<file path="config.mk">
export PLATFORM = sky130hd
export DESIGN_NAME = addsub_arbiter_flat
export DESIGN_NICKNAME = d
export VERILOG_FILES = /design/src/rtl/addsub_arb_pkg.sv /design/src/rtl/addsub_arbiter_if.sv /design/src/rtl/addsub_core.sv /design/src/rtl/addsub_arbiter.sv /design/src/flat_wrapper.sv
export SDC_FILE = /design/constraint.sdc
export NUM_CORES = 1
export LEC_CHECK = 0
export CAP_MARGIN = 10
export CORE_MARGIN = 5
export CORE_UTILIZATION = 47
export DETAILED_ROUTE_END_ITERATION = 7
export GPL_TIMING_DRIVEN = 0
export PLACE_DENSITY = 0.82
export SLEW_MARGIN = 10
export SYNTH_ARGS = -nofsm -noshare
export SYNTH_HDL_FRONTEND = slang
export SYNTH_SLANG_ARGS = --single-unit
</file>
<file path="constraint.sdc">
create_clock -name clk -period 6.12 [get_ports clk]
set_input_delay 1.224 -clock clk [delete_from_list [all_inputs] [get_ports clk]]
set_output_delay 1.224 -clock clk [all_outputs]
set_load 0.005 [all_outputs]
</file>
<file path="src/rtl/addsub_arb_pkg.sv">
// addsub_arb_pkg: shared constants for the add/sub arbiter slice.
//   ADDSUB_W   default operand/result width
//   state_e    arbiter FSM states (idle, execute, hold response)
//   REQ0/REQ1  requester identifiers carried on rsp_id
package addsub_arb_pkg;

  localparam int unsigned ADDSUB_W = 4;

  typedef enum logic [1:0] {
    StIdle = 2'd0,
    StExec = 2'd1,
    StHold = 2'd2
  } state_e;

  localparam logic REQ0 = 1'b0;
  localparam logic REQ1 = 1'b1;

endpackage

</file>
<file path="src/rtl/addsub_arbiter_if.sv">
// addsub_arbiter_if: request/response bundle for addsub_arbiter.
//   req0_*/req1_*  valid/ready request channels carrying a, b and m (0 = add, 1 = sub)
//   rsp_*          valid/ready response channel with id, sum, carry-out and overflow
//   master modport: requesters + response consumer; slave modport: the arbiter
interface addsub_arbiter_if #(
  parameter int unsigned W = 4
);
  logic         req0_valid;
  logic         req0_ready;
  logic [W-1:0] req0_a;
  logic [W-1:0] req0_b;
  logic         req0_m;

  logic         req1_valid;
  logic         req1_ready;
  logic [W-1:0] req1_a;
  logic [W-1:0] req1_b;
  logic         req1_m;

  logic         rsp_valid;
  logic         rsp_ready;
  logic         rsp_id;
  logic [W-1:0] rsp_s;
  logic         rsp_cout;
  logic         rsp_v;

  modport master (
    output req0_valid, req0_a, req0_b, req0_m,
    input  req0_ready,
    output req1_valid, req1_a, req1_b, req1_m,
    input  req1_ready,
    input  rsp_valid, rsp_id, rsp_s, rsp_cout, rsp_v,
    output rsp_ready
  );

  modport slave (
    input  req0_valid, req0_a, req0_b, req0_m,
    output req0_ready,
    input  req1_valid, req1_a, req1_b, req1_m,
    output req1_ready,
    output rsp_valid, rsp_id, rsp_s, rsp_cout, rsp_v,
    input  rsp_ready
  );

endinterface

</file>
<file path="src/rtl/addsub_core.sv">
// addsub_core: combinational W-bit ripple-carry adder/subtractor.
//   a, b   operands
//   m      0 = a + b, 1 = a - b (b is inverted when m = 1)
//   c_in   carry into bit 0 (tie to m for two's-complement subtraction)
//   s      wrapped result
//   c_out  carry out of the MSB
//   v      signed overflow: carry into MSB xor carry out of MSB
module addsub_core #(
  parameter int unsigned W = 4
) (
  input  logic [W-1:0] a,
  input  logic [W-1:0] b,
  input  logic         m,
  input  logic         c_in,
  output logic [W-1:0] s,
  output logic         c_out,
  output logic         v
);

  logic [W:0]   w_c;
  logic [W-1:0] w_bx;

  assign w_bx   = b ^ {W{m}};
  assign w_c[0] = c_in;

  for (genvar i = 0; i < W; i++) begin : g_bit
    assign s[i]     = a[i] ^ w_bx[i] ^ w_c[i];
    assign w_c[i+1] = (a[i] & w_bx[i]) | (w_c[i] & (a[i] ^ w_bx[i]));
  end

  assign c_out = w_c[W];
  assign v     = w_c[W] ^ w_c[W-1];

endmodule

</file>
<file path="src/rtl/addsub_arbiter.sv">
// addsub_arbiter: round-robin two-requester front end for a shared ripple adder/subtractor.
//   clk    rising-edge clock
//   rst_n  synchronous active-low reset
//   bus    addsub_arbiter_if.slave: two request channels in, one tagged response channel out
// Flow: IDLE -> EXEC (operands latched) -> HOLD (response registered, held until accepted).
// A HOLD cycle that consumes the response may grant the next request in the same cycle.
// Optional build macro ADDSUB_ARB_SAT_EN: saturate rsp_s on signed overflow.
module addsub_arbiter
  import addsub_arb_pkg::*;
#(
  parameter int unsigned W = ADDSUB_W
) (
  input logic             clk,
  input logic             rst_n,
  addsub_arbiter_if.slave bus
);

  localparam logic [1:0] ST_IDLE = StIdle;
  localparam logic [1:0] ST_EXEC = StExec;
  localparam logic [1:0] ST_HOLD = StHold;

  logic [1:0]   r_state;
  logic         r_last_grant;
  logic [W-1:0] r_a;
  logic [W-1:0] r_b;
  logic         r_m;

  logic         r_rsp_valid;
  logic         r_rsp_id;
  logic [W-1:0] r_rsp_s;
  logic         r_rsp_cout;
  logic         r_rsp_v;

  logic         w_can_accept;
  logic         w_pick1;
  logic         w_accept;
  logic         w_grant_id;
  logic         w_rsp_take;
  logic [W-1:0] w_sum;
  logic         w_cout;
  logic         w_v;
  logic [W-1:0] w_res;

  // Handshake: only from IDLE, or from HOLD when the held response leaves this cycle.
  assign w_rsp_take   = (r_state == ST_HOLD) && bus.rsp_ready;
  assign w_can_accept = (r_state == ST_IDLE) || w_rsp_take;
  // On a tie, requester 1 wins only if requester 0 was granted last.
  assign w_pick1      = bus.req1_valid && (!bus.req0_valid || (r_last_grant == REQ0));
  assign w_accept     = rst_n && w_can_accept && (bus.req0_valid || bus.req1_valid);
  assign w_grant_id   = w_pick1 ? REQ1 : REQ0;

  assign bus.req0_ready = w_accept && !w_pick1;
  assign bus.req1_ready = w_accept && w_pick1;

  addsub_core #(
    .W(W)
  ) u_core (
    .a    (r_a),
    .b    (r_b),
    .m    (r_m),
    .c_in (r_m),
    .s    (w_sum),
    .c_out(w_cout),
    .v    (w_v)
  );

`ifdef ADDSUB_ARB_SAT_EN
  // Clamp toward the sign of A: a signed overflow always has both effective operands of A's sign.
  always_comb begin
    w_res = w_sum;
    if (w_v) begin
      w_res = r_a[W-1] ? {1'b1, {(W-1){1'b0}}} : {1'b0, {(W-1){1'b1}}};
    end
  end
`else
  assign w_res = w_sum;
`endif

  always_ff @(posedge clk) begin
    if (!rst_n) begin
      r_state      <= ST_IDLE;
      r_last_grant <= REQ1;
      r_a          <= '0;
      r_b          <= '0;
      r_m          <= 1'b0;
      r_rsp_valid  <= 1'b0;
      r_rsp_id     <= REQ0;
      r_rsp_s      <= '0;
      r_rsp_cout   <= 1'b0;
      r_rsp_v      <= 1'b0;
    end else begin
      case (r_state)
        ST_IDLE, ST_HOLD: begin
          if (w_rsp_take) begin
            r_rsp_valid <= 1'b0;
            r_state     <= ST_IDLE;
          end
          if (w_accept) begin
            r_state      <= ST_EXEC;
            r_last_grant <= w_grant_id;
            r_a          <= w_pick1 ? bus.req1_a : bus.req0_a;
            r_b          <= w_pick1 ? bus.req1_b : bus.req0_b;
            r_m          <= w_pick1 ? bus.req1_m : bus.req0_m;
          end
        end
        ST_EXEC: begin
          r_state     <= ST_HOLD;
          r_rsp_valid <= 1'b1;
          r_rsp_id    <= r_last_grant;
          r_rsp_s     <= w_res;
          r_rsp_cout  <= w_cout;
          r_rsp_v     <= w_v;
        end
        default: r_state <= ST_IDLE;
      endcase
    end
  end

  assign bus.rsp_valid = r_rsp_valid;
  assign bus.rsp_id    = r_rsp_id;
  assign bus.rsp_s     = r_rsp_s;
  assign bus.rsp_cout  = r_rsp_cout;
  assign bus.rsp_v     = r_rsp_v;

endmodule

</file>
<file path="src/flat_wrapper.sv">
// flat-port wrapper written by rule: the top's interface ports become plain ports
module addsub_arbiter_flat import addsub_arb_pkg::*;
#(
  parameter int unsigned W = ADDSUB_W
)
  (clk, rst_n, bus_req0_valid, bus_req0_a, bus_req0_b, bus_req0_m, bus_req0_ready, bus_req1_valid, bus_req1_a, bus_req1_b, bus_req1_m, bus_req1_ready, bus_rsp_valid, bus_rsp_id, bus_rsp_s, bus_rsp_cout, bus_rsp_v, bus_rsp_ready);
  addsub_arbiter_if #(.W(W)) bus_i ();
  input logic clk;
  input logic rst_n;
  input wire logic [$bits(bus_i.req0_valid)-1:0] bus_req0_valid;
  input wire logic [$bits(bus_i.req0_a)-1:0] bus_req0_a;
  input wire logic [$bits(bus_i.req0_b)-1:0] bus_req0_b;
  input wire logic [$bits(bus_i.req0_m)-1:0] bus_req0_m;
  output wire logic [$bits(bus_i.req0_ready)-1:0] bus_req0_ready;
  input wire logic [$bits(bus_i.req1_valid)-1:0] bus_req1_valid;
  input wire logic [$bits(bus_i.req1_a)-1:0] bus_req1_a;
  input wire logic [$bits(bus_i.req1_b)-1:0] bus_req1_b;
  input wire logic [$bits(bus_i.req1_m)-1:0] bus_req1_m;
  output wire logic [$bits(bus_i.req1_ready)-1:0] bus_req1_ready;
  output wire logic [$bits(bus_i.rsp_valid)-1:0] bus_rsp_valid;
  output wire logic [$bits(bus_i.rsp_id)-1:0] bus_rsp_id;
  output wire logic [$bits(bus_i.rsp_s)-1:0] bus_rsp_s;
  output wire logic [$bits(bus_i.rsp_cout)-1:0] bus_rsp_cout;
  output wire logic [$bits(bus_i.rsp_v)-1:0] bus_rsp_v;
  input wire logic [$bits(bus_i.rsp_ready)-1:0] bus_rsp_ready;
  assign bus_i.req0_valid = bus_req0_valid;
  assign bus_i.req0_a = bus_req0_a;
  assign bus_i.req0_b = bus_req0_b;
  assign bus_i.req0_m = bus_req0_m;
  assign bus_req0_ready = bus_i.req0_ready;
  assign bus_i.req1_valid = bus_req1_valid;
  assign bus_i.req1_a = bus_req1_a;
  assign bus_i.req1_b = bus_req1_b;
  assign bus_i.req1_m = bus_req1_m;
  assign bus_req1_ready = bus_i.req1_ready;
  assign bus_rsp_valid = bus_i.rsp_valid;
  assign bus_rsp_id = bus_i.rsp_id;
  assign bus_rsp_s = bus_i.rsp_s;
  assign bus_rsp_cout = bus_i.rsp_cout;
  assign bus_rsp_v = bus_i.rsp_v;
  assign bus_i.rsp_ready = bus_rsp_ready;
  addsub_arbiter #(.W(W)) u_core (.clk(clk), .rst_n(rst_n), .bus(bus_i));
endmodule
</file>
==> flow_summary.json, run 1 <==
{
  "rsz0062_at_grt": "false",
  "slew_headroom_pct": 58.4,
  "power.leakage_uw": 0.000544,
  "rows": 16,
  "synth.avg_cell_area_um2": 9.52,
  "grt_use_total_pct": 13.4,
  "startpoint": "bus_req0_valid",
  "timing.fmax_mhz": 230,
  "grt_max_degree": 11,
  "cp_max_fo": 10,
  "die_x_um": 55.7,
  "clk_path_buf_depth": 2,
  "fin_area_um2": 1360,
  "drive_gt1_share_pct": 7.25,
  "netlist_area_um2": 981,
  "r2r_start": "u_core.r_b[0]$_SDFFE_PN0P_",
  "numPortBuffers": 32,
  "cp_common_cell": "clkdlybuf4s50_1",
  "synth_area_leaders": "dfxtp_1 41%, a221o_1 9.2%, nand2_1 8.0%, nor4_1 6.4%, fa_1 6.1%",
  "antenna_found_initial": 0,
  "tightest_slew_ns": 0.624,
  "synth_top_area_share_pct": 40.8,
  "synth-simple-area-share_pct": 21.2,
  "first_pass_iters": 4,
  "holdBufCountCts": 0,
  "slew_violations": 0,
  "cp_cell_sequence": "clkdlybuf4s50_1 -> clkbuf_1 -> inv_2 -> nor4_1 -> clkdlybuf4s50_1",
  "cts_num_sinks": 20,
  "fin_tns_setup_ns": 0,
  "antenna_cells": 0,
  "synth_top_family_by_area": "simple AND/OR/NAND/NOR gates",
  "slowest_stage": "clkdlybuf4s50_1",
  "place_congestion": 0.774,
  "cpPeakStageDelay_ns": 0.59,
  "synth-seq-cells": 20,
  "clkSlewWorstSetupHoldPaths_ns": 0.10,
  "drt_iter0_markers": 12,
  "synth_top_flop_cell": "dfxtp_1",
  "drc_errors": 0,
  "synth-compound-area-share_pct": 21.0,
  "synth_common_cells": "21 x nand2_1, 20 x dfxtp_1, 10 x nor4_1",
  "period_share_pct": 71.0,
  "reg2reg_slack_ns": 3.81,
  "ant_nets": 0,
  "setup_viol": 0,
  "area_growth_pct": 38.4,
  "crit_family": "buffers and inverters",
  "post_cts_resized": 0,
  "synth_edf_count": 0,
  "outcome": "completed",
  "ys_warn_count": 0,
  "clkLatencyLatePin_ns": 0.29,
  "grt_first_pass_wirelength_um": 3460,
  "crit_cells": 5,
  "hold_path.class": "reg -> reg",
  "grt.overflow.total": 0,
  "yosys.cell_types.count": 27,
  "num_io_pins": 33,
  "required_ns": 4.90,
  "p_total_uw": 288,
  "fin_crit_ns": 4.35,
  "synthesis.instances": 103,
  "synth.area.mux_share_pct": 1.15,
  "crit_buf_inv": 4,
  "routed_wl_um": 2020,
  "post_dp_cell_area_um2": 1340,
  "initial_core_util_pct": 49.5,
  "synth-async-reset-ratio_pct": 0,
  "die_h_um": 55.7,
  "reg2reg_depth": 9,
  "clock_skew_ns": 0.000545,
  "synth_xor_area_share_pct": 4.46,
  "ir_drop_mv": 0.128,
  "h-tree-depth": 1,
  "rr_endpoint": "u_core.bus.rsp_v$_SDFFE_PN0P_",
  "arrival_ns": 3.12,
  "vias": 862,
  "power_density_nw_per_um2": 212,
  "endpoint": "bus_req0_ready",
  "end_kind": "output port",
  "synth_area_leader_cell": "dfxtp_1",
  "postCtsSetupBuffers": 0,
  "max_cap_violations": 0,
  "cts_buffers": 3,
  "layout.nets": 166,
  "seq_area_frac_synth_pct": 40.8,
  "cts_tree": "done",
  "vias_per_cell": 5.22,
  "yosys.area_share.adder_pct": 6.12,
  "dp_hpwl_um": 1690,
  "grt_pass1_vias": 837,
  "crit_type": "in -> out",
  "finalHoldViolations": 0,
  "yosys.cell_count.top_type": "nand2_1",
  "core_area_um2": 1980,
  "synth_nets": 129,
  "cp-start-kind": "input pin",
  "avgRoutedWirePerCell_um": 12.2,
  "die_area_um2": 3100,
  "cts-root-buf": "clkbuf_4"
}
[logic make-up after synthesis]
group | count (synthesis)
AOI/OAI and AO/OA | 21
xor gates and xnor gates | 5
adders and majority gates | 3
buffers and inverters | 13
DFF | 20
muxes | 1
and+or+nand+nor | 40
[worst min path at each step]
stage / slack [ns] / to / start / depth (start not counted)
4_1_cts: 0.47 / u_core.bus.rsp_s[1]$_SDFFE_PN0P_ / u_core.bus.rsp_s[1]$_SDFFE_PN0P_ / 2
2_1_floorplan: 0.46 / u_core.r_a[2]$_SDFFE_PN0P_ / u_core.r_a[2]$_SDFFE_PN0P_ / 1
6_report: 0.47 / u_core.bus.rsp_s[3]$_SDFFE_PN0P_ / u_core.bus.rsp_s[3]$_SDFFE_PN0P_ / 2
5_1_grt: 0.50 / u_core.bus.rsp_cout$_SDFFE_PN0P_ / u_core.bus.rsp_cout$_SDFFE_PN0P_ / 2
3_5_place_dp: 0.46 / u_core.bus.rsp_s[1]$_SDFFE_PN0P_ / u_core.bus.rsp_s[1]$_SDFFE_PN0P_ / 2
3_3_place_gp: 0.45 / u_core.bus.rsp_v$_SDFFE_PN0P_ / u_core.bus.rsp_v$_SDFFE_PN0P_ / 2
[worst min-delay path, delay by kind of cell, from the launching register on]
| family | cells | cell delay [ns] |
|---|---|---|
| DFF | 1 | 0.32 |
| AOI/OAI and AO/OA | 1 | 0.06 |
| and+or+nand+nor | 1 | 0.04 |
[registers in the layout (all words and copies together) (netlist names), 2 cells and up]
register,cells
u_core.bus.rsp_s,4
u_core.r_a,4
u_core.r_b,4
u_core.r_state,2
[layer usage]
| metal | routed length [um] | global-route usage [%] | share of wire [%] | vias up |
|---|---|---|---|---|
| met5 | 0 | 0 | 0 | - |
| met4 | 23 | 4.17 | 1.1 | 0 |
| met3 | 142 | 3.94 | 7.0 | 2 |
| met2 | 966 | 22.5 | 48 | 32 |
| met1 | 882 | 16.5 | 44 | 387 |
| li1 | - | - | - | 441 |
[where the power goes]
group	switching, uW	internal [uW]
logic	30.4	44.6
clock network	36.9	22.9
registers	10.1	143
[area by class of cell]
type	instances	area, um2
inverter	6	22.5
multi-input combinational	70	529
timing repair buffer	32	320
tap	27	33.8
fill	166	624
buffer	7	28.8
clock buffer	3	22.5
sequential	20	400
[cell usage in the layout (no fill, tap or decap), types with 2 or more instances in the layout]
cell              n
a221o_1           9
xnor2_1           3
dfxtp_1          20
nor4_1           10
inv_1             5
xor2_1            2
clkbuf_4          3
clkbuf_1          4
buf_2             2
a21boi_0          5
clkdlybuf4s50_1  32
nor2b_1           2
fa_1              3
nand2_1          21
o211a_1           3
[stage by stage]
stage               setup WS [ns]  utilization (%)  hold slack, ns  std cells
detailed placement           1.77             67.4           0.457        162
CTS                          1.77             68.5           0.471        165
global route                 1.63             68.5           0.496        165
finish                       1.77             68.5           0.466        165
global placement             1.80             67.4           0.450        162
floorplan                    2.99                -           0.456        103
Note: power is estimated with default switching activity, not from simulation.
==> inputs of run 2 (changes only) <==
- CORE_UTILIZATION: 47 -> 40
- PLACE_DENSITY: 0.82 -> 0.74
- clock period: 6.12 -> 3.7 ns (I/O delays scaled with it)
==> flow_summary.json, run 2 (synthesis results as in run 1) <==
{
  "outcome": "completed",
  "clk_path_buf_depth": 2,
  "cp_common_cell": "clkdlybuf4s50_1",
  "crit_family": "buffers and inverters",
  "first_pass_iters": 4,
  "die_x_um": 59.5,
  "area_growth_pct": 38.8,
  "postCtsSetupBuffers": 0,
  "h-tree-depth": 1,
  "cp_cell_sequence": "clkdlybuf4s50_1 -> clkbuf_1 -> inv_2 -> nor4_1 -> clkdlybuf4s50_1",
  "holdPathStages": 2,
  "slew_violations": 0,
  "fin_area_um2": 1360,
  "cp_max_fo": 10,
  "core_area_um2": 2410,
  "p_sw_share_pct": 26.4,
  "cts_tree": "done",
  "drive_gt1_share_pct": 7.25,
  "ant_nets": 0,
  "rows": 18,
  "antenna_cells": 0,
  "post_cts_resized": 0,
  "clockPowerShare_pct": 20.1,
  "slew_headroom_pct": 59.3,
  "cp-start-kind": "input pin",
  "fin_tns_setup_ns": 0,
  "layout_common_cells": "32 x clkdlybuf4s50_1, 21 x nand2_1, 20 x dfxtp_1",
  "routed_wl_um": 2030,
  "vias": 856,
  "avgRoutedWirePerCell_um": 12.1,
  "multi_input_area_um2": 529,
  "finalHoldViolations": 0,
  "tightest_slew_ns": 0.611,
  "place_congestion": 0.797,
  "fin_crit_ns": 3.39,
  "ir_drop_mv": 0.189,
  "arrival_ns": 2.65,
  "grt_use_total_pct": 12.6,
  "die_h_um": 59.5,
  "drt_iter0_markers": 17,
  "cts_num_sinks": 20,
  "power_density_nw_per_um2": 347,
  "rsz0062_at_grt": "false",
  "grt_first_pass_wirelength_um": 3370,
  "period_share_pct": 91.6,
  "crit_type": "in -> out",
  "internal_power_uw": 348,
  "clock_skew_ns": 0.00224,
  "holdBufCountCts": 0,
  "post_dp_cell_area_um2": 1340,
  "clkSlewWorstSetupHoldPaths_ns": 0.10,
  "required_ns": 2.96,
  "crit_buf_inv": 4,
  "numPortBuffers": 32,
  "num_io_pins": 33,
  "setup_viol": 0,
  "timing.fmax_mhz": 295,
  "drc_errors": 0,
  "cpPeakStageDelay_ns": 0.58,
  "layout.nets": 166,
  "initial_core_util_pct": 40.7,
  "slowest_stage": "clkdlybuf4s50_1",
  "layout_commonest_cell": "clkdlybuf4s50_1",
  "reg2reg_depth": 9,
  "n_fill_cell": 234,
  "hold_path.class": "reg -> reg",
  "crit_cells": 5,
  "grt.overflow.total": 0,
  "cts-root-buf": "clkbuf_4",
  "sequentialPowerShare_pct": 53.6,
  "die_area_um2": 3540,
  "max_cap_violations": 0,
  "grt_max_degree": 11,
  "p_sw_uw": 124,
  "dp_hpwl_um": 1720,
  "antenna_found_initial": 0,
  "cts_buffers": 3,
  "power.leakage_uw": 0.000544,
  "regArea_um2": 400,
  "grt_pass1_vias": 811,
  "share_comb_of_total_power_pct": 26.4,
  "vias_per_cell": 5.10,
  "clkLatencyLatePin_ns": 0.28,
  "end_kind": "output port",
  "fin_util_pct": 56.5
}
[run 2: cell counts in the layout (fill, tap and decap cells not counted)]
Identical to the previous run, type by type.
[run 2: area by class of cell]
cell class | count | area share, %
plain buffers | 7 | 2.11
clock buffers | 3 | 1.65
inverters | 6 | 1.65
multi-input cells | 70 | 38.9
flip-flops and latches | 20 | 29.4
well taps | 30 | 2.76
repair buffers | 32 | 23.5
[run 2: final timing paths]
check	start	end	slack (ns)
max	bus_req0_valid	bus_req0_ready	0.31
min	u_core.bus.rsp_id$_SDFFE_PN0P_	u_core.bus.rsp_id$_SDFFE_PN0P_	0.47
max reg2reg	u_core.r_b[0]$_SDFFE_PN0P_	u_core.bus.rsp_v$_SDFFE_PN0P_	1.39
min reg2reg	u_core.bus.rsp_id$_SDFFE_PN0P_	u_core.bus.rsp_id$_SDFFE_PN0P_	0.47
[run 2: metrics by stage]
stage,worst slack [ns],hold slack (ns),power [uW],cells
after floorplan,1.54,0.456,326,103
final,0.311,0.466,472,168
after detailed placement,0.300,0.460,384,165
after CTS,0.275,0.474,480,168
after global routing,0.164,0.502,509,168
after global placement,0.347,0.452,380,165
[run 2: worst min-delay path, delay by kind of cell, from the launching register on]
family,cells,cell delay (ns)
AND/OR/NAND/NOR,1,0.04
AO/OA/AOI/OAI,1,0.06
flip-flops,1,0.32
[run 2: power by group through the flow]
stage | Sequential [uW] | Combinational [uW] | Clock [uW]
2_1_floorplan | 255 | 70.4 | 0
3_3_place_gp | 257 | 123 | 0
3_5_place_dp | 258 | 125 | 0
4_1_cts | 253 | 126 | 101
5_1_grt | 256 | 140 | 113
6_report | 253 | 125 | 94.8
[run 2: metal layers]
layer	track usage, %	wire (um)
met4	6.65	14
met2	20.0	964
met1	15.8	930
met3	2.83	123
met5	0	0
